File: config.mk
export PLATFORM = sky130hd
export DESIGN_NAME = udp_feed_arb
export DESIGN_NICKNAME = d
export VERILOG_FILES = /design/src/rtl/hft_pkg.sv /design/src/rtl/rr_pick.sv /design/src/rtl/udp_feed_arb.sv
export SDC_FILE = /design/constraint.sdc
export NUM_CORES = 1
export LEC_CHECK = 0
export BUFFER_PORTS_ARGS = -buffer_cell sky130_fd_sc_hd__buf_2
export CORE_UTILIZATION = 40
export CTS_BUF_LIST = sky130_fd_sc_hd__clkbuf_8
export DETAILED_ROUTE_END_ITERATION = 10
export GPL_TIMING_DRIVEN = 1
export HOLD_SLACK_MARGIN = 0.15
export PLACE_DENSITY = 0.74
export SYNTH_ARGS = -nofsm -noshare
export SYNTH_HDL_FRONTEND = slang
export SYNTH_SLANG_ARGS = --single-unit
File: constraint.sdc
create_clock -name clk -period 2.17 [get_ports clk]
set_input_delay 0.651 -clock clk [delete_from_list [all_inputs] [get_ports clk]]
set_output_delay 0.651 -clock clk [all_outputs]
set_load 0.005 [all_outputs]
File: src/rtl/hft_pkg.sv
// rtl/hft_pkg.sv - shared widths, arbiter state type and index helper for the feed arbiter
package hft_pkg;

    localparam int AXI_DATA_W_DEF = 64;
    localparam int AXI_KEEP_W_DEF = AXI_DATA_W_DEF / 8;

    typedef enum logic [0:0] {
        IDLE = 1'b0,
        LOCK = 1'b1
    } arb_state_e;

    // Next channel index with wrap, used to advance the round-robin pointer.
    function automatic int wrap_inc(input int v, input int n);
        return (v + 1 >= n) ? 0 : v + 1;
    endfunction

endpackage

File: src/rtl/rr_pick.sv
// rtl/rr_pick.sv - first-requester search from a start pointer with wrap; one-hot grant plus index
module rr_pick #(
    parameter int CH_N  = 2,
    parameter int RR_EN = 1,
    localparam int IDX_W = $clog2(CH_N)
) (
    input  logic [CH_N-1:0]  req,
    input  logic [IDX_W-1:0] start,
    output logic [CH_N-1:0]  gnt,
    output logic [IDX_W-1:0] idx,
    output logic             any
);

    always_comb begin : pick
        int base;
        int c;
        logic [IDX_W-1:0] cidx;
        gnt  = '0;
        idx  = '0;
        any  = 1'b0;
        c    = 0;
        cidx = '0;
        // Fixed priority is simply a search that always starts at channel 0.
        base = (RR_EN != 0) ? int'(start) : 0;
        for (int i = 0; i < CH_N; i++) begin
            c    = (base + i) % CH_N;
            cidx = IDX_W'(c);
            if (!any && req[cidx]) begin
                any       = 1'b1;
                gnt[cidx] = 1'b1;
                idx       = cidx;
            end
        end
    end

endmodule

File: src/rtl/udp_feed_arb.sv
// rtl/udp_feed_arb.sv - packet-granular N:1 AXI-stream arbiter with registered output and stall watchdog
module udp_feed_arb
    import hft_pkg::*;
#(
    parameter int AXI_DATA_W = AXI_DATA_W_DEF,
    parameter int AXI_KEEP_W = AXI_DATA_W / 8,
    parameter int CH_N       = 2,
    parameter int RR_EN      = 1,
    parameter int TIMEOUT    = 256,
    localparam int IDX_W     = $clog2(CH_N)
) (
    input  logic                       clk,
    input  logic                       nreset,
    input  logic [CH_N-1:0]            s_axis_tvalid,
    input  logic [CH_N*AXI_DATA_W-1:0] s_axis_tdata,
    input  logic [CH_N*AXI_KEEP_W-1:0] s_axis_tkeep,
    input  logic [CH_N-1:0]            s_axis_tlast,
    input  logic [CH_N-1:0]            s_axis_tuser,
    output logic [CH_N-1:0]            s_axis_tready,
    output logic                       m_axis_tvalid,
    output logic [AXI_DATA_W-1:0]      m_axis_tdata,
    output logic [AXI_KEEP_W-1:0]      m_axis_tkeep,
    output logic                       m_axis_tlast,
    output logic                       m_axis_tuser,
    input  logic                       m_axis_tready,
    output logic [IDX_W-1:0]           grant_o,
    output logic                       abort_o
);

    localparam int WD_W = (TIMEOUT > 0) ? $clog2(TIMEOUT + 1) : 1;

    arb_state_e       state, state_nxt;
    logic [IDX_W-1:0] rr_ptr, rr_ptr_nxt, grant_nxt;
    logic [CH_N-1:0]  drain, drain_nxt;
    logic [WD_W-1:0]  wdog, wdog_nxt;

    logic             slot_free;
    logic [CH_N-1:0]  elig;
    logic [CH_N-1:0]  pick_gnt;
    logic [IDX_W-1:0] pick_idx;
    logic             pick_any;
    logic [IDX_W-1:0] sel;
    logic             load;
    logic             abort_fire;
    logic             wd_expired;
    logic [CH_N-1:0]  ready;

    assign slot_free  = ~m_axis_tvalid | m_axis_tready;
    assign elig       = s_axis_tvalid & ~drain;
    assign wd_expired = (TIMEOUT > 0) && (wdog >= WD_W'(TIMEOUT - 1));

    rr_pick #(
        .CH_N  (CH_N),
        .RR_EN (RR_EN)
    ) u_pick (
        .req   (elig),
        .start (rr_ptr),
        .gnt   (pick_gnt),
        .idx   (pick_idx),
        .any   (pick_any)
    );

    always_comb begin
        state_nxt  = state;
        rr_ptr_nxt = rr_ptr;
        grant_nxt  = grant_o;
        wdog_nxt   = wdog;
        load       = 1'b0;
        abort_fire = 1'b0;
        sel        = grant_o;
        ready      = '0;
        case (state)
            IDLE: begin
                wdog_nxt = '0;
                if (slot_free && pick_any) begin
                    ready     = pick_gnt;
                    load      = 1'b1;
                    sel       = pick_idx;
                    grant_nxt = pick_idx;
                    if (s_axis_tlast[pick_idx]) begin
                        rr_ptr_nxt = IDX_W'(wrap_inc(int'(pick_idx), CH_N));
                    end else begin
                        state_nxt = LOCK;
                    end
                end
            end
            LOCK: begin
                ready[grant_o] = slot_free;
                if (s_axis_tvalid[grant_o]) begin
                    // A present beat means the source is alive even if downstream stalls it.
                    wdog_nxt = '0;
                    if (slot_free) begin
                        load = 1'b1;
                        if (s_axis_tlast[grant_o]) begin
                            state_nxt  = IDLE;
                            rr_ptr_nxt = IDX_W'(wrap_inc(int'(grant_o), CH_N));
                        end
                    end
                end else if (TIMEOUT > 0) begin
                    if (wd_expired && slot_free) begin
                        abort_fire = 1'b1;
                        state_nxt  = IDLE;
                        rr_ptr_nxt = IDX_W'(wrap_inc(int'(grant_o), CH_N));
                        wdog_nxt   = '0;
                    end else if (wdog != WD_W'(TIMEOUT)) begin
                        wdog_nxt = wdog + 1'b1;
                    end
                end
            end
            default: state_nxt = IDLE;
        endcase

        // Draining channels swallow beats until their tlast, independent of arbitration.
        drain_nxt = drain & ~(s_axis_tvalid & s_axis_tlast);
        if (abort_fire) begin
            drain_nxt[grant_o] = 1'b1;
        end
        ready = ready | drain;
    end

    assign s_axis_tready = nreset ? ready : '0;

    always_ff @(posedge clk or negedge nreset) begin
        if (!nreset) begin
            state  <= IDLE;
            rr_ptr <= '0;
            drain  <= '0;
            wdog   <= '0;
        end else begin
            state  <= state_nxt;
            rr_ptr <= rr_ptr_nxt;
            drain  <= drain_nxt;
            wdog   <= wdog_nxt;
        end
    end

    always_ff @(posedge clk or negedge nreset) begin
        if (!nreset) begin
            m_axis_tvalid <= 1'b0;
            m_axis_tdata  <= '0;
            m_axis_tkeep  <= '0;
            m_axis_tlast  <= 1'b0;
            m_axis_tuser  <= 1'b0;
            grant_o       <= '0;
            abort_o       <= 1'b0;
        end else begin
            grant_o <= grant_nxt;
            abort_o <= abort_fire;
            if (slot_free) begin
                m_axis_tvalid <= load | abort_fire;
                if (abort_fire) begin
                    m_axis_tdata <= '0;
                    m_axis_tkeep <= '0;
                    m_axis_tlast <= 1'b1;
                    m_axis_tuser <= 1'b1;
                end else if (load) begin
                    m_axis_tdata <= s_axis_tdata[int'(sel)*AXI_DATA_W +: AXI_DATA_W];
                    m_axis_tkeep <= s_axis_tkeep[int'(sel)*AXI_KEEP_W +: AXI_KEEP_W];
                    m_axis_tlast <= s_axis_tlast[sel];
                    m_axis_tuser <= s_axis_tuser[sel];
                end
            end
        end
    end

endmodule

* Word-level counts from Yosys, hierarchy flattened *
Index checks and enable logic that the tools add are counted.

operators by class
  order comparisons = 11
  equal/unequal tests = 7
  shifts and indexed selects = 2
  mux-type cells = 67
  add/sub/neg operators = 4
  bitwise logic cells = 13
  reductions and logical operators = 10

operators by type and width
  kind                   number
  $mux W64               2
  $shiftx A128 B8 Y64    1
  $mux W1                47
  $mux W9                3
  $pmux W9 S2            1
  $mux W8                2
  $shiftx A16 B5 Y8      1
  $lt A1 B2 Y1 const B   5
  $mux W2                5
  $add A9 B1 Y9 const B  1
  $ge A9 B8 Y1 const B   1
  $ne A9 B9 Y1 const B   1
  $and A2 B2 Y2          4
  $logic_and A1 B1 Y1    6
  $or A2 B2 Y2           3
  $pmux W1 S2            3
  $reduce_and A5 Y1      1
  $add A1 B1 Y2 const B  2
  $ge A2 B2 Y1 const B   2
  $ne A2 B2 Y1 const B   2
  $ne A4 B1 Y1 const B   1
  $not A2 Y2             2
  $pmux W2 S2            1
  $demux W1 S1           3
  10 further kinds       14

storage, ports and cells
  bits in registers = 90
  word-level logic and storage cells = 125
  input bits = 153

* Logic depth before layout (Yosys ltp) *
Gate-level depths: netlist of run 1.

  depth after elaboration = 15
  depth in mapped cells = 12
  gate-level depth less buffers = 9

* By module *
From an unflattened synthesis of run 1, not the netlist that was laid out.

second synthesis, totals
  cells, all modules = 424
  area total of the unflattened synthesis = 4518.1 µm²

by module, submodules not included
  module        cells each  times used  area an instance (µm²)  sequential area each (µm²)
  udp_feed_arb  419         1           4485.6                  2252.2
  rr_pick       5           1           32.5                    0.0

* Worst setup path after synthesis of run 1 *
Ideal clock, no wire load.

  kind = input to register
  from = input port m_axis_tready
  to = register m_axis_tdata[31]
  buffers on the path = 2
  required time = 2.051 ns
  setup time = 0.119 ns
  slack = -0.131 ns
  arrival time = 2.183 ns
  stages = 7
  cell sequence = and2b_1 -> a211oi_4 -> mux2i_1 -> buf_2 -> buf_4 -> mux2i_1 -> o2bb2ai_2

on the way
  word-level cells in the longest chain between the ends = 7

ends and longest elaborated chain
  element                                                RTL line                                 source
  start: declaration                                     udp_feed_arb.sv:25                       input logic m_axis_tready,
  $or A1 B1 Y1 (*)                                       udp_feed_arb.sv:48                       assign slot_free = ~m_axis_tvalid | m_axis_tready;
  $logic_and A1 B1 Y1 (on tied branches)                 udp_feed_arb.sv:75, udp_feed_arb.sv:100
  $mux W1 (on tied branches)                             n/a
  $mux W1 (on tied branches)                             udp_feed_arb.sv:72, udp_feed_arb.sv:89
  $shiftx A128 B8 Y64 / $mux W1 (equally long branches)  udp_feed_arb.sv:157, udp_feed_arb.sv:72
  $mux W64 / $reduce_bool A2 Y1 (equally long branches)  n/a
  $mux W64 / $reduce_and A2 Y1 (equally long branches)   n/a
  end signal: assignment                                 udp_feed_arb.sv:157                      m_axis_tdata <= s_axis_tdata[int'(sel)*AXI_DATA_W +: AXI_DATA_W];
  end: declaration                                       udp_feed_arb.sv:21                       output logic [AXI_DATA_W-1:0] m_axis_tdata,

Every way passes the cells marked *; elsewhere a longest branch is shown, timed or not. The select of a mux whose other input is x is not followed.
A chain may end at the register's enable or synchronous reset.

* Worst setup path after layout of run 1 *
  from = register drain[0]
  to = output port s_axis_tready[1]

on the way
  word-level cells in the longest chain between the ends = 13

ends and longest elaborated chain
  element                                      RTL line             source
  start: declaration                           udp_feed_arb.sv:34   logic [CH_N-1:0] drain, drain_nxt;
  start signal: assignment                     udp_feed_arb.sv:132  drain <= drain_nxt;
  $not A2 Y2 (*)                               udp_feed_arb.sv:49   assign elig = s_axis_tvalid & ~drain;
  $and A2 B2 Y2 (*)                            udp_feed_arb.sv:49
  $mux W1 (implied by the code) (2 in series)  rr_pick.sv:28        if (!any && req[cidx]) begin
  $mux W1                                      rr_pick.sv:28
  $logic_not A1 Y1                             rr_pick.sv:28
  $logic_and A1 B1 Y1                          rr_pick.sv:28
  $mux W1                                      rr_pick.sv:28
  $logic_and A1 B1 Y1                          udp_feed_arb.sv:75   if (slot_free && pick_any) begin
  $mux W2 (*)                                  udp_feed_arb.sv:75
  $pmux W2 S2 (*)                              udp_feed_arb.sv:72   case (state)
  $or A2 B2 Y2 (*)                             udp_feed_arb.sv:118  ready = ready | drain;
  $mux W2 (*)                                  udp_feed_arb.sv:121  assign s_axis_tready = nreset ? ready : '0;
  end: declaration                             udp_feed_arb.sv:19   output logic [CH_N-1:0] s_axis_tready,

Marks and branches as above.

==> summary.md, run 1 <==
| Metric | Value |
|---|---|
| Status | `finished with violations` |
| Violations in the final reports | `setup timing` |
| Antenna violations before repair | `0` |
| Worst setup path class | `reg -> out` |
| Initial cell density of the core | `0.418` |
| Setup-failing EPs final | `53` |
| Clock power share | `0.113` |
| Worst-skew pair later-pin latency | `350 ps` |
| Max-Slew Margin vs Limit | `0.541` |
| Count of yosys warnings during synthesis | `0` |
| Power spent charging and discharging nets | `3650 uW` |
| Number of search-and-repair iterations in the first detailed-routing pass | `4` |
| Number of sinks on the clock net | `90` |
| Portion of total power attributed to combinational logic | `0.588` |
| Row Count | `38` |
| CTS root buf | `sky130_fd_sc_hd__clkbuf_8` |
| Placed wire-length estimate | `8580 um` |
| Count of hold-fix buffers inserted at cts | `0` |
| DRC errors left | `0` |
| Share of synthesized registers carrying an async set or reset | `1.00` |
| Area enclosed by the die boundary | `11900 um2` |
| Violation count after the first detailed-routing iteration | `133` |
| Area growth syn-to-layout | `45.3%` |
| Proportion of layout cells with a drive suffix above 1 | `0.567` |
| Setup repair after global routing missed its margin | `yes` |
| Peak supply drop | `0.877 mV` |
| Fmax | `424 MHz` |
| Core region area | `11000 um2` |
| Required @ worst endpoint | `1520 ps` |
| Kind of end point of the critical path | `output pin` |
| N_diodes | `0` |
| Post-detailed-routing wire length | `12400 um` |
| Syn Area/Cell | `13.0 um2` |
| Filler Cells Inserted | `880` |
| Min-Delay Path Class | `in -> async` |
| Setup slack at placement | `-291 ps` |
| Horizontal die dimension | `109 um` |
| Number of endpoints with negative hold slack in the final report | `0` |
| Measured slew at the worst slew-check pin | `688 ps` |
| Sequential power share | `0.299` |
| Power per cell area | `1460 nW/um2` |
| Maximum Capacitance Violations | `0` |
| Placer Congestion | `0.890` |
| Layout Cells excl Fill | `768` |
| Setup slack of the most critical reg-to-reg path | `-80 ps` |
| Count of distinct cell types in the synthesized netlist | `42` |
| Vias | `3954` |
| Leftover overflow at the end of global routing | `0` |
| Combined global-route utilization of all metal layers | `0.192` |
| Clock-pin slew of the registers on the worst-case setup and hold paths | `80 ps` |
| Min setup slack post-route | `-190 ps` |
| CP Data Arrival Time | `1710 ps` |
| Combined flip-flop and latch cell area | `2250 um2` |
| Routed wire per std cell | `16.1 um` |
| Antenna-violating nets left | `0` |
| Post-layout nets | `780` |
| Detail-routed via count per cell | `5.15` |
| Leakage power figure | `0.00340 uW` |
| Top fanout value on the critical path | `3` |
| Placed cell count | `736` |
| Period Utilization, post-route | `1.09` |
| Worst clock skew | `11.0 ps` |
| Dominant synthesized flop cell | `sky130_fd_sc_hd__dfrtp_1` |
| Pin count of the biggest net entering global routing | `56` |
| Count of final max-slew check failures | `0` |
| Number of nets in the synthesized netlist | `508` |
| Internal portion of total power | `6060 uW` |
| CP startpoint kind | `register` |
| Proportion of synthesized chip area in sequential cells | `0.491` |
| Min Tclk post-route | `2360 ps` |
| Buffers added on ports | `231` |
| Number of synthesized flops with an enable pin | `0` |
| CTS tree | `built` |
| DIE HEIGHT | `109 um` |
| Net Sw Frac | `0.376` |
| Number of global-route vias before repair | `3695` |
| Area of combinational cells with multiple inputs | `2220 um2` |
| Number of ports placed on the die boundary | `232` |
| First-pass GRT wire length | `17600 um` |
| Number of H-tree levels | `3` |
| Cell area after synthesis | `4590 um2` |
| Cell count after synthesis | `352` |
| Number of buffers added by the clock tree synthesis step | `9` |
| Flops & latches, synth | `90` |
| Buffer depth of the longest clock path | `2` |
==> kinds of logic after synthesis <==
family / count (synthesis) / share of synthesized area
xor gates and xnor gates: 7 / 0.0134
and+or+nand+nor: 43 / 0.0475
DFF: 90 / 0.491
muxes: 80 / 0.177
adders and majority gates: 3 / 0.00819
buffers and inverters: 36 / 0.0581
AOI/OAI and AO/OA: 93 / 0.205
==> state kept, by name, summed over array words and instances (netlist names) <==
name,flops
m_axis_tvalid,1
wdog,9
m_axis_tdata,64
m_axis_tkeep,8
grant_o,1
rr_ptr,1
m_axis_tlast,1
abort_o,1
drain,2
m_axis_tuser,1
state,1
==> cell type report <==
class                      count  share of cell area
timing repair buffer         288               0.269
tap                          140              0.0263
clock inverter                 5             0.00732
clock buffer                  10              0.0207
sequential                    90               0.338
inverter                       9             0.00507
multi-input combinational    226               0.333
==> layout by cell type (no fill, tap or decap), types with 2 or more instances in the layout <==
cell	synthesis	final
sky130_fd_sc_hd__mux2i_1	74	62
sky130_fd_sc_hd__dfrtp_1	90	90
sky130_fd_sc_hd__a2bb2oi_2	2	2
sky130_fd_sc_hd__o21a_1	2	2
sky130_fd_sc_hd__a21oi_2	0	2
sky130_fd_sc_hd__xnor2_1	3	3
sky130_fd_sc_hd__o2bb2ai_2	20	21
sky130_fd_sc_hd__nand2_1	6	6
sky130_fd_sc_hd__xor2_1	4	4
sky130_fd_sc_hd__ha_2	0	2
sky130_fd_sc_hd__nand2b_1	3	2
sky130_fd_sc_hd__buf_12	2	7
sky130_fd_sc_hd__buf_16	0	3
sky130_fd_sc_hd__a21oi_1	4	2
sky130_fd_sc_hd__mux2i_2	0	7
sky130_fd_sc_hd__o2bb2ai_1	54	53
sky130_fd_sc_hd__nor2_1	14	13
sky130_fd_sc_hd__mux2_2	5	5
sky130_fd_sc_hd__nand4_1	2	2
sky130_fd_sc_hd__and3_1	2	2
sky130_fd_sc_hd__inv_1	9	11
sky130_fd_sc_hd__nand3_1	6	6
sky130_fd_sc_hd__nor3_1	3	2
sky130_fd_sc_hd__clkbuf_16	0	3
sky130_fd_sc_hd__buf_2	7	230
sky130_fd_sc_hd__mux2i_4	0	5
sky130_fd_sc_hd__buf_6	7	2
sky130_fd_sc_hd__buf_4	10	43
sky130_fd_sc_hd__clkbuf_8	0	10
==> worst max-delay path: stages (launching register included) <==
cell                      delay, ps
sky130_fd_sc_hd__dfrtp_1        390
sky130_fd_sc_hd__buf_4          160
sky130_fd_sc_hd__nor3b_4        200
sky130_fd_sc_hd__nor3_2          70
sky130_fd_sc_hd__a21oi_2        180
sky130_fd_sc_hd__a21oi_2         60
sky130_fd_sc_hd__o21a_1         180
sky130_fd_sc_hd__buf_2          120
==> power by group through the flow <==
| stage | clock network (uW) | logic, uW | registers [uW] |
|---|---|---|---|
| 4_1_cts | 1130 | 5300 | 2900 |
| 6_report | 1100 | 5710 | 2910 |
| 2_1_floorplan | 0 | 3180 | 2960 |
| 3_3_place_gp | 0 | 4800 | 2900 |
| 5_1_grt | 1210 | 6130 | 2990 |
| 3_5_place_dp | 0 | 4950 | 2910 |
==> layer usage <==
layer,track usage,part of all wire
met2,0.341,0.52
met3,0.0269,0.050
met1,0.230,0.42
met4,0.0801,0.015
met5,0,0
==> per-stage QoR <==
| stage | area (um2) | utilization | setup TNS, ps | power (uW) | hold WS [ps] |
|---|---|---|---|---|---|
| 6_report | 6660 | 0.607 | -2090 | 9710 | 384 |
| 3_3_place_gp | 6120 | 0.557 | -9780 | 7690 | 468 |
| 2_1_floorplan | 4610 | - | -2900 | 6140 | 355 |
| 5_1_grt | 6660 | 0.607 | -10000 | 10300 | 401 |
| 3_5_place_dp | 6120 | 0.557 | -15580 | 7860 | 468 |
| 4_1_cts | 6460 | 0.588 | -2850 | 9330 | 370 |
==> final timing paths <==
kind | from | end | depth (start not counted)
worst max-delay path | drain[0]$_DFF_PN0_ | s_axis_tready[1] | 7
worst min-delay path | nreset | m_axis_tdata[1]$_DFFE_PN0P_ | 2
worst max register to register | drain[0]$_DFF_PN0_ | m_axis_tdata[37]$_DFFE_PN0P_ | 10
worst min register to register | m_axis_tdata[63]$_DFFE_PN0P_ | m_axis_tdata[63]$_DFFE_PN0P_ | 1
max in group asynchronous | nreset | m_axis_tdata[34]$_DFFE_PN0P_ | 2
min in group clk | m_axis_tdata[63]$_DFFE_PN0P_ | m_axis_tdata[63]$_DFFE_PN0P_ | 1
==> timing repair <==
item                       in CTS  in global routing
gates resized for setup        11                 18
cloned                          2                  3
pin swaps                       7                  1
setup buffers                   6                  6
setup endpoints to repair      28                 77
==> Yosys cell counts (2+ instances only) <==
library cell                count  area [um2]
sky130_fd_sc_hd__nand4_1        2        12.5
sky130_fd_sc_hd__and3_1         2        12.5
sky130_fd_sc_hd__ha_1           3        37.5
sky130_fd_sc_hd__nor2_1        14        52.6
sky130_fd_sc_hd__nand2_1        6        22.5
sky130_fd_sc_hd__dfrtp_1       90        2250
sky130_fd_sc_hd__o2bb2ai_2     20         300
sky130_fd_sc_hd__o21a_1         2        15.0
sky130_fd_sc_hd__xnor2_1        3        26.3
sky130_fd_sc_hd__nand3_1        6        30.0
sky130_fd_sc_hd__nor3_1         3        15.0
sky130_fd_sc_hd__a2bb2oi_2      2        30.0
sky130_fd_sc_hd__buf_6          7        78.8
sky130_fd_sc_hd__a21oi_1        4        20.0
sky130_fd_sc_hd__buf_4         10        75.1
sky130_fd_sc_hd__nand2b_1       3        18.8
sky130_fd_sc_hd__mux2i_1       74         741
sky130_fd_sc_hd__o2bb2ai_1     54         473
sky130_fd_sc_hd__buf_12         2        40.0
sky130_fd_sc_hd__buf_2          7        35.0
sky130_fd_sc_hd__o21ai_0        2        10.0
sky130_fd_sc_hd__inv_1          9        33.8
sky130_fd_sc_hd__xor2_1         4        35.0
sky130_fd_sc_hd__mux2_2         5        56.3
(Power assumes the default switching activity.)
==> run 2: changes to the inputs <==
--- a/config.mk
+++ b/config.mk
@@ -11,7 +11,7 @@
 export DETAILED_ROUTE_END_ITERATION = 10
 export GPL_TIMING_DRIVEN = 1
 export HOLD_SLACK_MARGIN = 0.15
-export PLACE_DENSITY = 0.74
+export PLACE_DENSITY = 0.72
 export SYNTH_ARGS = -nofsm -noshare
 export SYNTH_HDL_FRONTEND = slang
 export SYNTH_SLANG_ARGS = --single-unit
==> constraint.sdc (replaced) <==
create_clock -name clk -period 2.7 [get_ports clk]
set_input_delay 0.81 -clock clk [delete_from_list [all_inputs] [get_ports clk]]
set_output_delay 0.81 -clock clk [all_outputs]
set_load 0.005 [all_outputs]
==> run 2 against run 1 <==
  * Clock skew decreased by 1.6 ps
  * Sequential power fell by 18%
  * Register-to-register slack improved by 340 ps
  * Core utilization is 3.9 points lower
  * Worst setup slack better by 260 ps
  * First-iteration DRC count is 5.3% higher
  * Power down 24%
  * The run now ends clean
==> summary.md, run 2 (synthesis gave the netlist of run 1 again) <==
| Metric | Value |
|---|---|
| Number of sinks on the clock net | `90 (unchanged)` |
| Horizontal die dimension | `109 um (unchanged)` |
| Buffer depth of the longest clock path | `2 (unchanged)` |
| Number of endpoints with negative hold slack in the final report | `0 (unchanged)` |
| CTS tree | `built` |
| Worst-path cell chain | `buf_2 -> nand2b_1 -> a211oi_4 -> inv_1 -> a21oi_2 -> o21a_1 -> buf_2` |
| Sequential power share | `0.324 (+0.025)` |
| Post-detailed-routing wire length | `11200 um (-9.9%)` |
| Leftover overflow at the end of global routing | `0 (unchanged)` |
| Registers with the highest flip-flop counts | `m_axis_tdata: 64 flops, wdog: 9 flops, m_axis_tkeep: 8 flops` |
| Leakage power figure | `0.00322 uW (-5.2%)` |
| Most frequent cells in the layout | `sky130_fd_sc_hd__buf_2, sky130_fd_sc_hd__dfrtp_1, sky130_fd_sc_hd__mux2i_1` |
| CP endpoint | `s_axis_tready[1]` |
| Max-Slew Margin vs Limit | `0.595 (+0.0536)` |
| Post-CTS Setup Repair Bufs | `0 (-6)` |
| Worst r2r src | `wdog[0]$_DFFE_PN0P_` |
| Worst setup path class | `in -> out` |
| Power spent charging and discharging nets | `2730 uW (-25%)` |
| Reg-to-Reg End | `m_axis_tdata[4]$_DFFE_PN0P_` |
| Worst clock skew | `9.41 ps (-1.59 ps)` |
| Crit-path max cell delay | `270 ps (-120 ps)` |
| Initial cell density of the core | `0.418 (unchanged)` |
| Vias | `3744 (-5.3%)` |
| Core region area | `11000 um2 (unchanged)` |
| Crit path top cell by count | `sky130_fd_sc_hd__buf_2` |
| First-pass GRT wire length | `17100 um (-2.6%)` |
| Area growth syn-to-layout | `36.0%` |
| Sum of negative setup slack | `0 ps (+2090 ps)` |
| Combined global-route utilization of all metal layers | `0.187 (-0.00437)` |
| Kind of end point of the critical path | `output pin` |
| Setup-failing EPs final | `0 (-100%)` |
| Min Tclk post-route | `2630 ps` |
| Placer Congestion | `0.872 (-1.9%)` |
| Beginning of the critical path | `s_axis_tvalid[0]` |
| WP buf/inv | `3 (+1)` |
| Fmax | `380 MHz` |
| Internal portion of total power | `4610 uW (-24%)` |
| Worst-skew pair later-pin latency | `350 ps (about the same)` |
| Top fanout value on the critical path | `5 (+2)` |
| Placed wire-length estimate | `8280 um (-3.4%)` |
| Area enclosed by the die boundary | `11900 um2 (unchanged)` |
| Number of buffers added by the clock tree synthesis step | `9 (unchanged)` |
| Number of global-route vias before repair | `3604 (-2.5%)` |
| Setup slack of the most critical reg-to-reg path | `260 ps (+340 ps)` |
| Count of hold-fix buffers inserted at cts | `0 (unchanged)` |
| Violation count after the first detailed-routing iteration | `140 (+5.3%)` |
| Post-layout nets | `744 (-4.6%)` |
| Setup slack at placement | `62.8 ps (+353 ps)` |
| Largest Register | `m_axis_tdata` |
| Proportion of layout cells with a drive suffix above 1 | `0.514 (-0.0525)` |
| DIE HEIGHT | `109 um (unchanged)` |
| Status | `complete, no violations` |
| Peak supply drop | `0.545 mV (-38%)` |
| Most common cell after layout, fill and taps aside | `sky130_fd_sc_hd__buf_2` |
| Required @ worst endpoint | `1890 ps (+370 ps)` |
| CP Data Arrival Time | `1820 ps (+110 ps)` |
| Number of ports placed on the die boundary | `232 (unchanged)` |
| Clock power share | `0.161 (+0.048)` |
| Period Utilization, post-route | `0.974` |
| Routed wire per std cell | `15.2 um (-5.6%)` |
| Maximum Capacitance Violations | `0 (unchanged)` |
| Pin count of the biggest net entering global routing | `50 (-11%)` |
| Portion of total power attributed to combinational logic | `0.515 (-0.073)` |
| Final Core Density | `0.568 (-0.0387)` |
| Worst reg-to-reg path cell count | `10 (unchanged)` |
| CP startpoint kind | `primary input` |
| Clock-pin slew of the registers on the worst-case setup and hold paths | `80 ps (about the same)` |
| CTS root buf | `sky130_fd_sc_hd__clkbuf_8` |
| Detail-routed via count per cell | `5.11 (-0.79%)` |
| Min setup slack post-route | `69.9 ps (+260 ps)` |
| Measured slew at the worst slew-check pin | `608 ps (-80.4 ps)` |
| N_diodes | `0 (unchanged)` |
| Number of flip-flops under the largest register name | `64 (unchanged)` |
| Buffers added on ports | `231 (unchanged)` |
| Count of final max-slew check failures | `0 (unchanged)` |
| Number of search-and-repair iterations in the first detailed-routing pass | `6 (+2)` |
| DRC errors left | `0 (unchanged)` |
| Number of stages on the worst setup path | `7 (unchanged)` |
| Number of H-tree levels | `3 (unchanged)` |
| Power per cell area | `1180 nW/um2 (-19%)` |
| Net Sw Frac | `0.373 (-0.00319)` |
| Cell family with most CP delay | `compound AO/OA/AOI/OAI gates` |
| Setup repair after global routing missed its margin | `no` |
| Row Count | `38 (unchanged)` |
| Antenna-violating nets left | `0 (unchanged)` |
| Min-Delay Path Class | `in -> async` |
| Crit path max-delay cell type | `sky130_fd_sc_hd__a211oi_4` |
| Antenna violations before repair | `0 (unchanged)` |
[run 2: cell types whose count changed in the layout (fill, tap and decap cells not counted), sizes merged]
cell,change
bufinv,+3
clkinv,+2
inv,-3
clkbuf,-4
buf,-33
[run 2: worst min-delay path by stage]
stage,start,endpoint,slack [ps]
2_1_floorplan,m_axis_tdata[0]$_DFFE_PN0P_,m_axis_tdata[0]$_DFFE_PN0P_,480
3_3_place_gp,m_axis_tdata[47]$_DFFE_PN0P_,m_axis_tdata[47]$_DFFE_PN0P_,470
3_5_place_dp,m_axis_tkeep[7]$_DFFE_PN0P_,m_axis_tkeep[7]$_DFFE_PN0P_,470
4_1_cts,nreset,abort_o$_DFF_PN0_,210
5_1_grt,nreset,abort_o$_DFF_PN0_,210
6_report,nreset,abort_o$_DFF_PN0_,240
[run 2: metrics by stage]
step,power [uW],std cells,hold slack (ps),area [um2]
floorplan,4900,352,479,4590
global placement,6100,717,466,5960
detailed placement,6210,717,468,5960
CTS,7420,733,213,6230
global route,7840,733,209,6240
finish,7340,733,239,6240
[run 2: final cells by class]
cell class | instances | area [um2]
fillers | 932 | 4750
flip-flops and latches | 90 | 2250
multi-input cells | 226 | 2110
repair buffers | 252 | 1400
well taps | 140 | 175
clock inverters | 7 | 141
clock buffers | 9 | 124
inverters | 9 | 33.8
[run 2: power by group through the flow]
| stage | registers (uW) | clock network [uW] | logic (uW) |
|---|---|---|---|
| finish | 2380 | 1180 | 3780 |
| global route | 2440 | 1270 | 4130 |
| CTS | 2370 | 1220 | 3840 |
| detailed placement | 2360 | 0 | 3850 |
| global placement | 2370 | 0 | 3730 |
| floorplan | 2380 | 0 | 2520 |
[run 2: worst register-to-register path: cells and delay by family (launching register included)]
kind | cells | cell delay (ps)
AOI/OAI and AO/OA | 3 | 510
adders and majority gates | 2 | 440
DFF | 1 | 390
buffers and inverters | 1 | 260
and+or+nand+nor | 4 | 770
[run 2: what timing repair did]
| item | CTS | global route |
|---|---|---|
| endpoints found under the hold margin | 0 | 0 |
| resized for setup | 0 | 3 |
| endpoints found under the setup margin | 0 | 1 |
[run 2: layer usage]
layer | share of wire | up-vias | routed length, um | global-route usage
met2 | 0.49 | 167 | 5520 | 0.316
met3 | 0.076 | 14 | 846 | 0.0508
met4 | 0.017 | 0 | 187 | 0.0685
met1 | 0.41 | 1764 | 4620 | 0.228
met5 | 0 | - | 0 | 0
li1 | - | 1799 | - | -
